==> src/rtl/apb_slave_pkg.sv <==
// Shared types for the APB register-bank completer: transfer FSM states, error causes
// and the fixed byte-strobe width.
package apb_slave_pkg;

  localparam int STRB_W = 4;

  typedef enum logic [1:0] {IDLE, SETUP, WAIT, RESP} apb_state_e;

  typedef enum logic [2:0] {ERR_NONE, ERR_SEL, ERR_ALIGN, ERR_RANGE, ERR_RO} apb_err_e;

  // Read-only identification word: {channel, word index} in the low half.
  function automatic logic [31:0] ro_word(input logic [7:0] ch, input logic [7:0] idx);
    return {16'h0000, ch, idx};
  endfunction

endpackage

==> src/rtl/apb_slave_wait_ctrl.sv <==
// Transfer sequencer for the APB completer: walks IDLE/SETUP/WAIT/RESP and counts the
// programmed wait states; SETUP doubles as the first access cycle when waits are requested.
module apb_slave_wait_ctrl
  import apb_slave_pkg::*;
(
  input  logic       pclk,
  input  logic       preset,
  input  logic       psel_any,
  input  logic       penable,
  input  logic [3:0] cfg_wait,
  output logic       start,
  output logic       resp_next,
  output logic       access_fire,
  output logic       abort
);

  apb_state_e state_reg, state_next;
  logic [3:0] cnt_reg, cnt_next;

  always_ff @(posedge pclk) begin
    if (preset) begin
      state_reg <= IDLE;
      cnt_reg   <= '0;
    end else begin
      state_reg <= state_next;
      cnt_reg   <= cnt_next;
    end
  end

  always_comb begin
    state_next = state_reg;
    cnt_next   = cnt_reg;
    start      = 1'b0;
    abort      = 1'b0;
    case (state_reg)
      IDLE: begin
        if (psel_any && !penable) begin
          start    = 1'b1;
          cnt_next = cfg_wait;
          // Zero waits: the very first access cycle is already the response cycle.
          state_next = (cfg_wait == 4'd0) ? RESP : SETUP;
        end
      end
      SETUP, WAIT: begin
        if (!psel_any || !penable) begin
          abort      = 1'b1;
          cnt_next   = '0;
          state_next = IDLE;
        end else if (cnt_reg == 4'd1) begin
          cnt_next   = '0;
          state_next = RESP;
        end else begin
          cnt_next   = cnt_reg - 4'd1;
          state_next = WAIT;
        end
      end
      RESP: begin
        state_next = IDLE;
      end
      default: begin
        state_next = IDLE;
        cnt_next   = '0;
      end
    endcase
  end

  assign resp_next   = (state_next == RESP);
  assign access_fire = (state_reg == RESP);

endmodule

==> src/rtl/apb_multi_slave_regbank.sv <==
// APB4 completer fronting NUM_CH register banks selected by one-hot psel, with byte
// strobes, programmable wait states and error reporting on decode/protocol faults.
module apb_multi_slave_regbank
  import apb_slave_pkg::*;
#(
  parameter int APB_ADDR_WIDTH = 16,
  parameter int APB_DATA_WIDTH = 32,
  parameter int NUM_CH         = 4,
  parameter int DEPTH          = 16,
  parameter int RO_WORDS       = 1
) (
  input  logic                      pclk,
  input  logic                      preset,
  input  logic [NUM_CH-1:0]         psel,
  input  logic                      penable,
  input  logic [APB_ADDR_WIDTH-1:0] paddr,
  input  logic                      pwrite,
  input  logic [APB_DATA_WIDTH-1:0] pwdata,
  input  logic [STRB_W-1:0]         pstrb,
  input  logic [3:0]                cfg_wait,
  output logic [APB_DATA_WIDTH-1:0] prdata,
  output logic                      pready,
  output logic                      pslverr
);

  localparam int IDX_W = APB_ADDR_WIDTH - 2;
  localparam int DEP_W = $clog2(DEPTH);
  localparam int CH_W  = (NUM_CH > 1) ? $clog2(NUM_CH) : 1;
  localparam logic [IDX_W-1:0] DEPTH_L = IDX_W'(DEPTH);
  localparam logic [IDX_W-1:0] RO_L    = IDX_W'(RO_WORDS);

  function automatic logic [CH_W-1:0] ch_enc(input logic [NUM_CH-1:0] sel);
    logic [CH_W-1:0] r;
    r = '0;
    for (int i = 0; i < NUM_CH; i++) begin
      if (sel[i]) r = CH_W'(i);
    end
    return r;
  endfunction

  logic start, resp_next, access_fire, abort;

  apb_slave_wait_ctrl u_ctrl (
    .pclk        (pclk),
    .preset      (preset),
    .psel_any    (|psel),
    .penable     (penable),
    .cfg_wait    (cfg_wait),
    .start       (start),
    .resp_next   (resp_next),
    .access_fire (access_fire),
    .abort       (abort)
  );

  logic [NUM_CH-1:0]         psel_lat;
  logic [APB_ADDR_WIDTH-1:0] paddr_lat;
  logic                      pwrite_lat;
  logic [APB_DATA_WIDTH-1:0] pwdata_lat;
  logic [STRB_W-1:0]         pstrb_lat;
  logic [APB_DATA_WIDTH-1:0] prdata_reg;
  logic                      pslverr_reg;

  // The zero-wait path decides its response in the setup cycle, before anything is latched.
  logic [NUM_CH-1:0]         cur_sel;
  logic [APB_ADDR_WIDTH-1:0] cur_addr;
  logic                      cur_write;
  logic [IDX_W-1:0]          cur_idx;
  logic [CH_W-1:0]           cur_ch;
  apb_err_e                  err;
  logic [APB_DATA_WIDTH-1:0] rd_val;
  logic [APB_DATA_WIDTH-1:0] bank_rd [NUM_CH];

  assign cur_sel   = start ? psel   : psel_lat;
  assign cur_addr  = start ? paddr  : paddr_lat;
  assign cur_write = start ? pwrite : pwrite_lat;
  assign cur_idx   = cur_addr[APB_ADDR_WIDTH-1:2];
  assign cur_ch    = ch_enc(cur_sel);

  always_comb begin
    err = ERR_NONE;
    if (!$onehot(cur_sel))                err = ERR_SEL;
    else if (cur_addr[1:0] != 2'b00)      err = ERR_ALIGN;
    else if (cur_idx >= DEPTH_L)          err = ERR_RANGE;
    else if (cur_write && cur_idx < RO_L) err = ERR_RO;
  end

  always_comb begin
    rd_val = '0;
    if (err == ERR_NONE && !cur_write) begin
      if (cur_idx < RO_L) rd_val = APB_DATA_WIDTH'(ro_word(8'(cur_ch), cur_idx[7:0]));
      else                rd_val = bank_rd[cur_ch];
    end
  end

  always_ff @(posedge pclk) begin
    if (preset) begin
      psel_lat    <= '0;
      paddr_lat   <= '0;
      pwrite_lat  <= 1'b0;
      pwdata_lat  <= '0;
      pstrb_lat   <= '0;
      prdata_reg  <= '0;
      pslverr_reg <= 1'b0;
    end else begin
      if (start) begin
        psel_lat   <= psel;
        paddr_lat  <= paddr;
        pwrite_lat <= pwrite;
        pwdata_lat <= pwdata;
        pstrb_lat  <= pstrb;
      end else if (abort) begin
        pwrite_lat <= 1'b0;
      end
      prdata_reg  <= resp_next ? rd_val : '0;
      pslverr_reg <= resp_next && (err != ERR_NONE);
    end
  end

  // A faulted write is already flagged in pslverr_reg during RESP, so it gates the commit.
  logic            commit;
  logic [CH_W-1:0] wr_ch;
  logic [DEP_W-1:0] wr_idx;

  assign commit = access_fire && pwrite_lat && !pslverr_reg;
  assign wr_ch  = ch_enc(psel_lat);
  assign wr_idx = paddr_lat[DEP_W+1:2];

  generate
    for (genvar gi = 0; gi < NUM_CH; gi++) begin : g_bank
      logic [APB_DATA_WIDTH-1:0] bank [DEPTH];

      always_ff @(posedge pclk) begin
        if (preset) begin
          for (int w = 0; w < DEPTH; w++) bank[w] <= '0;
        end else if (commit && wr_ch == CH_W'(gi)) begin
          for (int b = 0; b < STRB_W; b++) begin
            if (pstrb_lat[b]) bank[wr_idx][8*b +: 8] <= pwdata_lat[8*b +: 8];
          end
        end
      end

      assign bank_rd[gi] = bank[cur_idx[DEP_W-1:0]];
    end
  endgenerate

  assign prdata  = prdata_reg;
  assign pready  = access_fire;
  assign pslverr = pslverr_reg;

endmodule

==> config.mk <==
export PLATFORM = sky130hd
export DESIGN_NAME = apb_multi_slave_regbank
export DESIGN_NICKNAME = d
export VERILOG_FILES = /design/src/rtl/apb_slave_pkg.sv /design/src/rtl/apb_slave_wait_ctrl.sv /design/src/rtl/apb_multi_slave_regbank.sv
export SDC_FILE = /design/constraint.sdc
export NUM_CORES = 2
export LEC_CHECK = 0
export BUFFER_PORTS_ARGS = -buffer_cell sky130_fd_sc_hd__buf_4
export CAP_MARGIN = 10
export CORE_UTILIZATION = 57
export CTS_CLUSTER_DIAMETER = 50
export DETAILED_ROUTE_END_ITERATION = 10
export HOLD_SLACK_MARGIN = 0.1
export PLACE_DENSITY = 0.73
export SLEW_MARGIN = 10
export SYNTH_ARGS = -nofsm -noshare
export SYNTH_HDL_FRONTEND = slang
export SYNTH_SLANG_ARGS = --single-unit
==> constraint.sdc <==
create_clock -name pclk -period 7.2 [get_ports pclk]
set_input_delay 0.36 -clock pclk [delete_from_list [all_inputs] [get_ports pclk]]
set_output_delay 0.36 -clock pclk [all_outputs]
set_load 0.01 [all_outputs]
==> results by stage <==
Timing:
- For the pin with the worst max-slew slack, the measured transition is 1.38 ns.
- The final setup TNS is 0 ns.
- The count of endpoints failing setup in the final report is 0.
- The number of max-slew violations in the final report came to 0.
- The worst clock skew is 0.0470 ns.
- The time the final worst path needs with I/O delays and setup is 5.63 ns.
- After layout, the worst path uses 78.2% of the clock period.
- Once routing completed, OpenROAD measured the worst setup slack at 1.57 ns.
- Headroom to the max-slew limit came out at 5.68%.
- Derived from the worst setup path, the maximum achievable clock frequency is 178 MHz.
- The final hold violation count is 0.
- Setup repair after global routing left no endpoint under its margin.

Clocking:
- TritonCTS built the clock tree.
- The clock passes through at most 3 buffers.
- The cell at the root of the clock tree is sky130_fd_sc_hd__clkbuf_16.
- After clock tree synthesis, the clock-pin slew on the worst setup and hold paths is 0.06 ns.
- The TritonCTS sink count is 2144.
- The number of buffers inserted during clock tree synthesis is 216.
- The number of setup buffers added after CTS is 0.
- The clock latency reported for the late side of the worst-skew pair is 0.89 ns.
- The H-tree level count is 4.

Power and ir drop:
- Power spread over the standard cell area amounts to 265 nW/um^2.
- The highest ir drop seen on vdd is 0.281 mV.
- The analysis attributes to cell leakage a power of 0.0437 uW.

Logic synthesis:
- The post-synthesis area per instance is 11.7 sq um.
- The count of yosys warnings during synthesis is 0.
- The area fraction in and, or, nand and nor cells after synthesis is 22.2%.
- The dominant synthesized flop cell is sky130_fd_sc_hd__edfxtp_1.
- The total nets after synthesis is 8567.
- The count of flip-flops with a built-in enable after synthesis is 2048.
- The post-synthesis async set-or-reset flop share is 0%.
- After synthesis the cells add up to 99700 sq um.
- Of the total synthesized cell area, the portion taken by XOR and XNOR cells is 0.00878%.
- The cell count after synthesis is 8495.
- The area fraction in compound gates after synthesis is 7.54%.
- The adder and majority gate portion of the synthesized area is 0.108%.
- Of the synthesized area, sequential elements account for 63.6%.
- The share of synthesized area spent on multiplexers is 3.00%.
- By area, the combinational part of the netlist is dominated by simple AND/OR/NAND/NOR gates.
- The synthesized design contains 2144 register bits.
- After synthesis, the netlist uses 63 different library cells.

Floorplan:
- The area of the core is 174000 sq um.
- The die is 420 um tall.
- The I/O pin count is 98.
- The number of rows created at floorplan is 153.
- The total die area is 177000 sq um.
- The starting utilization of the core area is 57.4%.
- In this run the horizontal extent of the chip is 420 um.

Outcome:
- The flow ran to the end, and the final reports show no timing, DRC or antenna violations.

Min path:
- The worst hold path belongs to the class input port to register.
- The instance count along the most critical hold path is 4.
- The startpoint identified for the worst hold timing path is paddr[5].
- The end of the worst hold path is paddr_lat[5].

Setup path:
- The category of the worst setup path launch point is a register.
- STA classifies the critical path endpoint as a register.
- The dominant cell type by count on the critical path is sky130_fd_sc_hd__ha_1.
- The data required time at the worst endpoint is 8.00 ns.
- The setup path with the least slack is of type register to register.
- In this run the critical register-to-register path is captured at prdata[28].
- The maximum net fanout on the critical path is 29.
- The launching point of the worst reg2reg path is u_ctrl.state_reg[1].
- The largest single stage delay on the critical path is 1.18 ns.
- The data arrival time of the critical path is 6.43 ns.
- The largest individual stage delay along the critical path comes from the cell sky130_fd_sc_hd__nor2_4.
- The setup check on the worst reg-to-reg path leaves a slack of 1.57 ns.
- Measured in cells, the most critical reg-to-reg path has a length of 15.
- Walking the worst path, the cells encountered are inv_1 -> ha_1 -> nor2b_1 -> buf_4 -> nand2_4 -> a22oi_1 -> inv_1 -> fa_1 -> ha_1 -> ha_1 -> nor2_1 -> o2111a_1 -> nand4_1 -> nor2_4 -> a22o_1.

Detailed routing:
- The final layout contains routed wiring with a total length of 305000 um.
- The wire length per cell after detailed routing is 28.4 um.
- The routed layout has 70798 vias.
- The count of unresolved DRC violations after routing is 0.
- The detailed-router iteration count before antenna repair is 8.
- The iteration-0 DRC count of the detailed router is 10861.
- Using the TritonRoute via totals, the vias-per-cell ratio works out to 6.61.
- The post-detailed-route count of antenna-violating nets is 0.

Placed design:
- Including well taps, the total number of placed cells is 10209.
- The worst setup timing slack at the placement stage is 1.72 ns.
- The final weighted congestion in routability-driven placement is 0.945.
- The number of port buffers is 97.
- The HPWL after detailed placement is 181000 um.

Finish:
- After the flow finishes, the layout carries non-filler instances totaling 10707.
- The utilization after layout is 63.3%.
- The number of nets at the end of the flow is 8253.
- Compared with the post-synthesis result, the final layout area differs by 10.3%.
- The register with the most flip-flops in the layout has 2048 of them.
- In the layout the commonest cells are 2048 x sky130_fd_sc_hd__edfxtp_1, 1404 x sky130_fd_sc_hd__nand2_1, 1153 x sky130_fd_sc_hd__and3_1, 1026 x sky130_fd_sc_hd__and2_1, 306 x sky130_fd_sc_hd__a21oi_1.
- The number of fill cells is 13030.
- The most frequent standard cell in the layout excluding fill and tap cells is sky130_fd_sc_hd__edfxtp_1.
- The layout cell share with drive strength beyond 1 is 11.2%.

Global routing:
- The number of global-route vias before repair is 67518.
- The largest net degree at the start of global routing is 164.
- Global routing finished with a remaining overflow of 0.
- The total track usage is 34.2%.
- The first global-routing pass estimated 445000 um of wire.
- The number of antenna violations at the first check in global routing came to 20.

Flow run:
- Max-cap violations in this run came to 0.
==> metrics by stage <==
| step | hold WS [ns] | instance area (sq um) | total power (uW) |
|---|---|---|---|
| 3_5_place_dp | 0.444 | 102000 | 17500 |
| 6_report | 0.178 | 110000 | 29100 |
| 5_1_grt | 0.149 | 110000 | 29700 |
| 4_1_cts | 0.135 | 110000 | 29000 |
| 2_1_floorplan | 0.436 | 99700 | 16200 |
| 3_3_place_gp | 0.440 | 102000 | 17400 |
==> cell usage after synthesis, drive strengths merged, types with 127 or more instances <==
cell / count / area, sq um
a31oi: 127 / 801
a211oi: 132 / 991
a21oi: 307 / 1540
nor2: 187 / 702
and2: 1028 / 6430
edfxtp: 2048 / 61500
nand3: 257 / 1290
and3: 1153 / 7210
nand2: 1414 / 5310
clkbuf: 764 / 2870
or2: 129 / 807
a21o: 130 / 976
==> logic make-up after synthesis <==
group / count (synthesis)
adder cells (fa/ha/maj): 8
flip-flops: 2144
AO/OA/AOI/OAI: 1082
AND/OR/NAND/NOR: 4232
XOR/XNOR: 1
multiplexers: 145
buffers and inverters: 883
==> layout make-up <==
class                      count  area (sq um)  share of cell area, %
antenna                       16          40.0                 0.0364
clock buffer                 287          5890                   5.36
clock inverter               116          1450                   1.32
inverter                      11          41.3                 0.0375
multi-input combinational   5468         33200                   30.2
sequential                  2144         63500                   57.7
tap                         2325          2910                   2.64
timing repair buffer         340          3010                   2.73
==> worst max-delay path: cells and delay by family, from the launching register on <==
kind            cells  cell delay [ns]
simple gates        5             2.05
buf+inv             3             0.72
flops               1             0.32
fa+ha+maj           4             1.26
compound gates      3             1.20
==> worst max path at each step <==
stage                     slack (ns)          to                start  cells after the start
after floorplan                 3.15  prdata[30]              psel[2]                     17
after global placement          1.71   prdata[4]              psel[2]                      9
after detailed placement        1.72  prdata[28]              psel[2]                     13
after CTS                       1.80  prdata[28]  u_ctrl.state_reg[1]                     15
after global routing            1.51  prdata[26]  u_ctrl.state_reg[0]                     15
final                           1.57  prdata[28]  u_ctrl.state_reg[1]                     15
==> where the power goes <==
| part | total, uW | internal, uW | switching (uW) |
|---|---|---|---|
| Sequential | 14200 | 14000 | 161 |
| Combinational | 3200 | 810 | 2390 |
| Clock | 11700 | 6690 | 5020 |
| Total | 29100 | 21500 | 7570 |
==> what timing repair did <==
| item | CTS | global route |
|---|---|---|
| gates resized for setup | 0 | 0 |
| endpoints found under the hold margin | 64 | 0 |
| hold buffers | 78 | 0 |
==> layer usage <==
layer | global-route usage (%) | part of all wire (%) | up-vias
li1 | - | - | 30265
met1 | 45.3 | 36 | 34649
met2 | 51.1 | 45 | 4978
met3 | 8.56 | 13 | 886
met4 | 20.8 | 6.9 | 20
met5 | 0 | 0.049 | -
No activity file was read; power rests on OpenSTA's default activity.
